`config.mk`:
```
export PLATFORM = sky130hd
export DESIGN_NAME = hazard_ctrl
export DESIGN_NICKNAME = d
export VERILOG_FILES = /design/src/rtl/hazard_ctrl_pkg.sv /design/src/rtl/hazard_ctrl_sat_counter.sv /design/src/rtl/hazard_ctrl.sv
export SDC_FILE = /design/constraint.sdc
export NUM_CORES = 1
export LEC_CHECK = 0
export CAP_MARGIN = 20
export CORE_MARGIN = 2
export CORE_UTILIZATION = 52
export DETAILED_ROUTE_END_ITERATION = 12
export PLACE_DENSITY = 0.85
export SYNTH_ARGS = -nofsm -noshare
export SYNTH_HDL_FRONTEND = slang
export SYNTH_SLANG_ARGS = --single-unit
```
`constraint.sdc`:
```
create_clock -name clk -period 5.2 [get_ports clk]
set_input_delay 0.52 -clock clk [delete_from_list [all_inputs] [get_ports clk]]
set_output_delay 0.52 -clock clk [all_outputs]
set_load 0.05 [all_outputs]
```
`src/rtl/hazard_ctrl_pkg.sv`:
```
// Shared types for the ID/EX hazard controller: FSM states, EX-slot control bits, counter widths.
// Imported by the hazard controller and by the ID/EX stage logic that mirrors the EX slot.
package hazard_ctrl_pkg;

   localparam int DEF_SIZE = 32;
   // Wide enough for any legal multi-cycle latency (1..255).
   localparam int MC_CNT_W = 8;

   typedef enum logic {
      RUN     = 1'b0,
      MC_BUSY = 1'b1
   } state_t;

   typedef struct packed {
      logic valid;
      logic reg_write;
      logic mem_read;
   } ex_ctl_t;

   localparam ex_ctl_t EX_CTL_NOP = '0;

endpackage

```
`src/rtl/hazard_ctrl_sat_counter.sv`:
```
// Generic up-counter that sticks at all-ones instead of wrapping.
// One increment per cycle while inc_i is high; cleared by synchronous reset.
module hazard_ctrl_sat_counter #(
   parameter int W = 16
) (
   input  logic         clk,
   input  logic         reset,
   input  logic         inc_i,
   output logic [W-1:0] count_o
);

   logic [W-1:0] count_q, count_d;

   always_comb begin
      count_d = count_q;
      if (inc_i && (count_q != '1)) begin
         count_d = count_q + 1'b1;
      end
   end

   always_ff @(posedge clk) begin
      if (reset) begin
         count_q <= '0;
      end else begin
         count_q <= count_d;
      end
   end

   assign count_o = count_q;

endmodule

```
`src/rtl/hazard_ctrl.sv`:
```
// Pipeline sequencing for the 5-stage datapath: load-use stall, multi-cycle EX occupancy, branch flush.
// Control outputs are combinational from the EX-slot/FSM registers and the current ID fields.
module hazard_ctrl
   import hazard_ctrl_pkg::*;
#(
   parameter int  SIZE   = DEF_SIZE,
   parameter int  MC_LAT = 4,
   parameter int  CNT_W  = 16,
   localparam int RW     = $clog2(SIZE)
) (
   input  logic             clk,
   input  logic             reset,
   input  logic             id_valid,
   input  logic [RW-1:0]    id_rs,
   input  logic [RW-1:0]    id_rt,
   input  logic             id_use_rs,
   input  logic             id_use_rt,
   input  logic             id_reg_write,
   input  logic [RW-1:0]    id_write_reg,
   input  logic             id_mem_read,
   input  logic             id_multicycle,
   input  logic             ex_branch_taken,
   output logic             pc_write,
   output logic             if_id_write,
   output logic             if_id_flush,
   output logic             id_ex_bubble,
   output logic             ex_busy,
   output logic [CNT_W-1:0] stall_count
);

   localparam bit                  MC_EN   = (MC_LAT > 1);
   localparam logic [MC_CNT_W-1:0] MC_LOAD = MC_CNT_W'(MC_LAT - 1);

   state_t               state_q, state_d;
   ex_ctl_t              ex_q, ex_d;
   logic [RW-1:0]        ex_wr_q, ex_wr_d;
   logic [MC_CNT_W-1:0]  mc_cnt_q, mc_cnt_d;
   logic                 load_use;
   logic                 stall_inc;

   // Register 0 is hardwired, so a load targeting it never creates a dependency.
   assign load_use = ex_q.valid && ex_q.mem_read && ex_q.reg_write && (ex_wr_q != '0) &&
                     id_valid && ((id_use_rs && (id_rs == ex_wr_q)) ||
                                  (id_use_rt && (id_rt == ex_wr_q)));

   always_comb begin
      pc_write     = 1'b1;
      if_id_write  = 1'b1;
      if_id_flush  = 1'b0;
      id_ex_bubble = 1'b0;
      ex_busy      = 1'b0;
      state_d      = state_q;
      ex_d         = ex_q;
      ex_wr_d      = ex_wr_q;
      mc_cnt_d     = mc_cnt_q;
      if (!reset) begin
         case (state_q)
            RUN: begin
               if (ex_branch_taken) begin
                  if_id_flush  = 1'b1;
                  id_ex_bubble = 1'b1;
                  ex_d         = EX_CTL_NOP;
                  ex_wr_d      = '0;
               end else if (load_use) begin
                  pc_write     = 1'b0;
                  if_id_write  = 1'b0;
                  id_ex_bubble = 1'b1;
                  ex_d         = EX_CTL_NOP;
                  ex_wr_d      = '0;
               end else begin
                  ex_d.valid     = id_valid;
                  ex_d.reg_write = id_reg_write;
                  ex_d.mem_read  = id_mem_read;
                  ex_wr_d        = id_write_reg;
                  if (MC_EN && id_valid && id_multicycle) begin
                     state_d  = MC_BUSY;
                     mc_cnt_d = MC_LOAD;
                  end
               end
            end
            MC_BUSY: begin
               // ID_EX holds the op in flight, so no bubble; branches cannot resolve here.
               ex_busy     = 1'b1;
               pc_write    = 1'b0;
               if_id_write = 1'b0;
               mc_cnt_d    = mc_cnt_q - 1'b1;
               if (mc_cnt_q == MC_CNT_W'(1)) begin
                  state_d = RUN;
               end
            end
            default: state_d = RUN;
         endcase
      end
   end

   always_ff @(posedge clk) begin
      if (reset) begin
         state_q  <= RUN;
         ex_q     <= EX_CTL_NOP;
         ex_wr_q  <= '0;
         mc_cnt_q <= '0;
      end else begin
         state_q  <= state_d;
         ex_q     <= ex_d;
         ex_wr_q  <= ex_wr_d;
         mc_cnt_q <= mc_cnt_d;
      end
   end

   assign stall_inc = ~pc_write;

   hazard_ctrl_sat_counter #(
      .W (CNT_W)
   ) u_stall_cnt (
      .clk     (clk),
      .reset   (reset),
      .inc_i   (stall_inc),
      .count_o (stall_count)
   );

endmodule

```
==> impl_metrics.tcl <==
set metrics [dict create \
    cts-htree-levels 2 \
    whs_ns 0.499 \
    critPathArrivalTime_ns 2.77 \
    hp-class "reg -> reg" \
    fin_nets 259 \
    critPathLaunchType "primary input" \
    drt_wl_total_um 4050 \
    status "complete, no violations" \
    gr-total-overflow 0 \
    period_minus_slack_ns 3.29 \
    grt_pass1_vias 1495 \
    track_usage_pct 23.0 \
    r2r-end "u_stall_cnt.count_o[15]" \
    switching_power_mw 0.126 \
    drc 0 \
    cts_setup_buffers 0 \
    timing.rr.start "state_q" \
    dieWidth_um 61.1 \
    p_comb_share_pct 14.8 \
    worst_clock_skew_ns 0.00607 \
    antenna_found_initial 0 \
    grt_busiest_layer "met2" \
    grtUsageMet3_pct 8.19 \
    total_power_mw 0.488 \
    rsz0062_at_grt "no" \
    fp.dieH_um 61.1 \
    use_met1_pct 26.1 \
    fmax_mhz 304 \
    placed_cell_area_mm2 0.00214 \
    yosysMostFrequentCell "dfxtp_1" \
    cts_sinks 33 \
    grt_use_met2_pct 41.0 \
    async_reset_ff_share_pct 0 \
    initial_core_util_pct 55.2 \
    ys_top_cells_by_area "dfxtp_1 39%, xnor2_1 5.7%, or3_1 4.8%, a22o_1 4.1%, a21oi_1 3.2%" \
    place_congestion 0.776 \
    root_buffer "clkbuf_4" \
    areaGrowthSynthToFinish_pct 29.5 \
    yosys_warnings 0 \
    drive_above_1_share_pct 9.91 \
    finalSetupTns_ns 0 \
    clkTransAtPathRegs_ns 0.10 \
    dr.pass1.iters 4 \
    maxSlewHeadroom_pct 53.0 \
    tightest_slew_ns 0.703 \
    antenna_cells 0 \
    startpoint "id_rs[1]" \
    reg2reg_depth 6 \
    grt_pass1_wl_um 6380 \
    synth_edf_count 0 \
    pre_cts_ws_ns 1.92 \
    worst_slack_ns 1.91 \
    synth_cell_types 45 \
    finalHoldViolCount 0 \
    crit_type "in -> out" \
    grt_max_degree 31 \
    route.antenna.remaining_nets 0 \
    crit_path_end_kind "output pin" \
    min_path_cells 1 \
    p_seq_share_pct 55.2 \
    cts_tree "done" \
    finalSetupViolCount 0 \
    ys_ff_latch 33 \
    synthFlopType "dfxtp_1" \
    powerDensity_mw_per_mm2 222 \
    syn_nets 216 \
    ff2ff_setup_slack_ns 2.88 \
    vias 1579 \
    yosysSeqAreaShare_pct 38.9 \
    syn_inst 189 \
    finalCritPeriodShare_pct 63.3 \
    swShare_pct 25.7 \
    synth_top_cell_by_area "dfxtp_1" \
    cp_max_fo 5 \
    wl_per_cell_um 14.7 \
    core-area_mm2 0.00308 \
    ios 45 \
    cts-buffers-inserted 5 \
    drv_slew 0 \
    clk_latency_ns 0.32 \
    cts_resized 0 \
    port_buffers 44 \
    p_int_mw 0.362 \
    cp-endpoint "id_ex_bubble" \
    synthTopCellsByCount "33 x dfxtp_1, 13 x or3_1, 11 x a21oi_1, 11 x xnor2_1" \
    cap_viol_max_count 0 \
    power.ir.vdd_worst_mv 0.180 \
    cp.required_ns 4.68 \
    finalInstanceArea_mm2 0.00220 \
    netlist.area_leader.share_pct 38.9 \
    drt_iter0_markers 29 \
    postCtsHoldBufs 0 \
    postSynthAreaPerCell_um2 8.98 \
    leakage_nw 0.728 \
    hpwl_um 3000 \
    synth_area_mm2 0.00170 \
    die_area_mm2 0.00374 \
    ctsLongestPathBuffers 2 \
    p_clk_share_pct 30.0 \
    rows 20 \
    routed_via_density 5.72 \
]
## cell type report
| type | instances | area (um^2) |
|---|---|---|
| Multi-Input combinational cell | 141 | 957 |
| Fill cell | 258 | 880 |
| Sequential cell | 33 | 661 |
| Timing Repair Buffer | 45 | 448 |
| Clock buffer | 7 | 55.1 |
| Tap cell | 44 | 55.1 |
| Inverter | 6 | 22.5 |
## metal layers
metal  vias up  part of all wire, %
li1        791                    -
met1       750                   44
met2        36                   50
met3         2                  5.2
met4         0                 0.54
met5         -                    0
## layout by cell type (no fill, tap or decap), drive strengths merged, types with 7 or more instances in the layout
| cell type | count |
|---|---|
| or3 | 13 |
| nor3 | 10 |
| a22o | 8 |
| nand2 | 10 |
| clkbuf | 7 |
| nor2 | 8 |
| a21oi | 15 |
| o21ai | 9 |
| xnor2 | 11 |
| dfxtp | 33 |
| clkdlybuf4s50 | 44 |
| nand3 | 8 |
## power groups by stage
stage / registers [mW] / logic (mW) / clock network, mW
after detailed placement: 0.275 / 0.0721 / 0
after global placement: 0.275 / 0.0691 / 0
final: 0.269 / 0.0723 / 0.147
after floorplan: 0.274 / 0.0437 / 0
after CTS: 0.269 / 0.0726 / 0.150
after global routing: 0.271 / 0.0778 / 0.162
## critical path, stage by stage
cell             delay [ns]
clkdlybuf4s50_1        0.50
xnor2_1                0.13
nand4_1                0.13
o22ai_2                0.32
a21oi_1                0.13
nor3_1                 0.18
clkdlybuf4s50_1        0.86
## state kept, by name (all words and copies together) (netlist names)
register	cells
u_stall_cnt.count_o	16
mc_cnt_q	8
ex_wr_q	5
ex_q	3
state_q	1
## cell families after synthesis
| family | count (synthesis) | share of synthesized area, % |
|---|---|---|
| simple gates | 74 | 25.4 |
| compound gates | 51 | 22.0 |
| flops | 33 | 38.9 |
| buf+inv | 15 | 4.72 |
| xor+xnor | 12 | 6.19 |
| fa+ha+maj | 3 | 2.21 |
| mux | 1 | 0.590 |
## worst min-delay path by stage
stage / from / end / slack [ns]
finish: ex_q[1] / ex_q[1] / 0.50
global route: ex_q[1] / ex_q[1] / 0.53
CTS: ex_q[1] / ex_q[1] / 0.51
floorplan: ex_q[0] / ex_q[0] / 0.45
detailed placement: ex_q[2] / ex_q[2] / 0.48
global placement: ex_q[2] / ex_q[2] / 0.46
## metrics by stage
step                utilization (%)  instances
floorplan                         -        189
global placement               69.6        269
detailed placement             69.6        269
CTS                            71.4        276
global route                   71.4        276
finish                         71.4        276
(Power assumes the default switching activity.)
==> edit (same flow settings) <==
Reset style: asynchronous (`reset`), changed in 2 clocked blocks. Comments in the files are not updated.
--- a/src/rtl/hazard_ctrl_sat_counter.sv
+++ b/src/rtl/hazard_ctrl_sat_counter.sv
@@ -19,5 +19,5 @@
    end
 
-   always_ff @(posedge clk) begin
+   always_ff @(posedge clk or posedge reset) begin
       if (reset) begin
          count_q <= '0;
--- a/src/rtl/hazard_ctrl.sv
+++ b/src/rtl/hazard_ctrl.sv
@@ -94,5 +94,5 @@
    end
 
-   always_ff @(posedge clk) begin
+   always_ff @(posedge clk or posedge reset) begin
       if (reset) begin
          state_q  <= RUN;
Function: differs if reset is asserted again (counterexample within 4 cycles, from zero or initial values and one cycle with reset high); with reset held inactive, the same outputs for 10 cycles.
==> edit against the unedited design <==
  * First-iteration DRC count up 62%
  * Sequential share of layout area up 4.8 points
  * Sequential cell count unchanged
  * Routed wire length fell by 0.30%
  * Die area increased by 4.7%
  * Worst setup slack worse by 190 ps
  * Design area grew 7.9%
  * Area after synthesis up 5.0%
  * Critical endpoint is now if_id_write
Power is not compared: it rests on default switching activity, and its combinational part moved more than twofold at a synthesized area within 25%.
==> edit: results (changes against the unedited design) <==
* Post-Layout Cell Count at 262 (-5.1%)
* Syn_nets at 193 (-11%)
* Dpl cells at 254 (-5.6%)
* Flop-to-flop setup slack at 2770 ps (-110 ps)
* Final worst clock skew at 10.3 ps (+4.23 ps)
* # nets final at 242 (-6.6%)
* F_max at 287 MHz (-5.3%)
* Vias at 1467 (-7.1%)
* Post-Place Cell Area at 2270 um2 (+5.8%)
* Arrival @ worst endpoint at 2960 ps (+190 ps)
* Worst r2r src: ex_wr_q[4]
* Ratio of cells with drive above 1 in the final layout at 13.4% (+3.5 points)
* Ys async rst share at 100% (+100 points)
* Gr usage total at 22.7% (-0.37 points)
* Worst Hold Path EP: u_stall_cnt.count_o[4]
* Critical path peak fanout at 35 (+30)
* Iteration-0 DRC count of the detailed router at 47 (+62%)
* Skew-Pair Late Insertion Delay at 350 ps (+30 ps)
* Worst R2R End: u_stall_cnt.count_o[1]
* Critical Path Source: reset
* Worst reg-to-reg path cell count at 6 (unchanged)
* Post-Synthesis Cells at 166 (-12%)
* WL/cell at 15.4 um (+5.0%)
* Register area share after synthesis at 46.3% (+7.4 points)
* Grt met1 use at 27.5% (+1.4 points)
* Dpl ws at 1720 ps (-206 ps)
* Largest net degree at the start of global routing at 36 (+16%)
* Placer Congestion at 0.773 (-0.40%)
* Normalized max-slew margin at 50.2% (-2.8 points)
* Buffers on Ports at 44 (unchanged)
* Outcome: completed
* First-pass GRT wire length at 7020 um (+9.9%)
* Synth cell count leaders: 33 x dfrtp_1, 20 x xor2_1, 13 x nand2_1, 11 x nor2_1, 8 x nand3_1
* Yosys cell types at 41 (-8.9%)
* Syn. warnings at 0 (unchanged)
* H-tree depth at 2 (unchanged)
* Largest cells by area after synthesis: dfrtp_1 46%, xor2_1 9.8%, nor4_2 4.9%
* Met2 usage at 37.0% (-4.1 points)
* GRT met3 Usage at 6.49% (-1.7 points)
* Post-CTS resize count at 0 (unchanged)
* Hold Startpoint: u_stall_cnt.count_o[4]
* Dpl hpwl at 2890 um (-3.8%)
* Min Hold Slack at 501 ps (+1.16 ps)
-- edit: changes by cell type in the layout (fill, tap and decap cells not counted), moves of 7 or more --
cell,unedited run,this run
dfrtp_1,0,33
dfxtp_1,33,0
xor2_1,1,20
or3_1,13,3
nor3_1,10,1
o21ai_1,9,1
a21oi_1,11,4
-- edit: area by class of cell --
cell class                 count  area, um2  share of cell area [%]
inverter                       8       30.0                    1.27
clock inverter                 3       65.1                    2.74
multi-input combinational    121        900                    37.9
clock buffer                   5       37.5                    1.58
tap                           46       57.6                    2.43
sequential                    33        826                    34.8
timing repair buffer          46        455                    19.2
-- edit: cell families (layout without fill, tap and decap cells) --
kind of cell | count (synthesis) | count (layout) | share of synthesized area [%]
AOI/OAI and AO/OA | 27 | 27 | 11.6
xor gates and xnor gates | 25 | 25 | 12.3
adders and majority gates | 3 | 3 | 2.11
buffers and inverters | 12 | 62 | 3.23
DFF | 33 | 33 | 46.3
muxes | 2 | 2 | 1.26
and+or+nand+nor | 64 | 64 | 23.2
-- edit: worst max-delay path, cell delays in order --
cell and delay (ps):
clkdlybuf4s50_1 550, inv_1 60, buf_4 270, nand2_1 300, o41a_4 390, clkdlybuf4s50_1 860
-- edit: routing by layer --
layer | vias up | wire (um) | share of wire (%)
li1 | 699 | - | -
met1 | 702 | 1750 | 43
met2 | 59 | 1970 | 49
met3 | 7 | 249 | 6.2
met4 | 0 | 71 | 1.8
met5 | - | 0 | 0
-- edit: report_power, final --
| part | total, mW | internal, mW | leakage, nW | switching [mW] |
|---|---|---|---|---|
| logic | 0.421 | 0.168 | 0.566 | 0.253 |
| registers | 0.408 | 0.328 | 0.416 | 0.0795 |
| clock network | 0.242 | 0.149 | 0.0552 | 0.0931 |
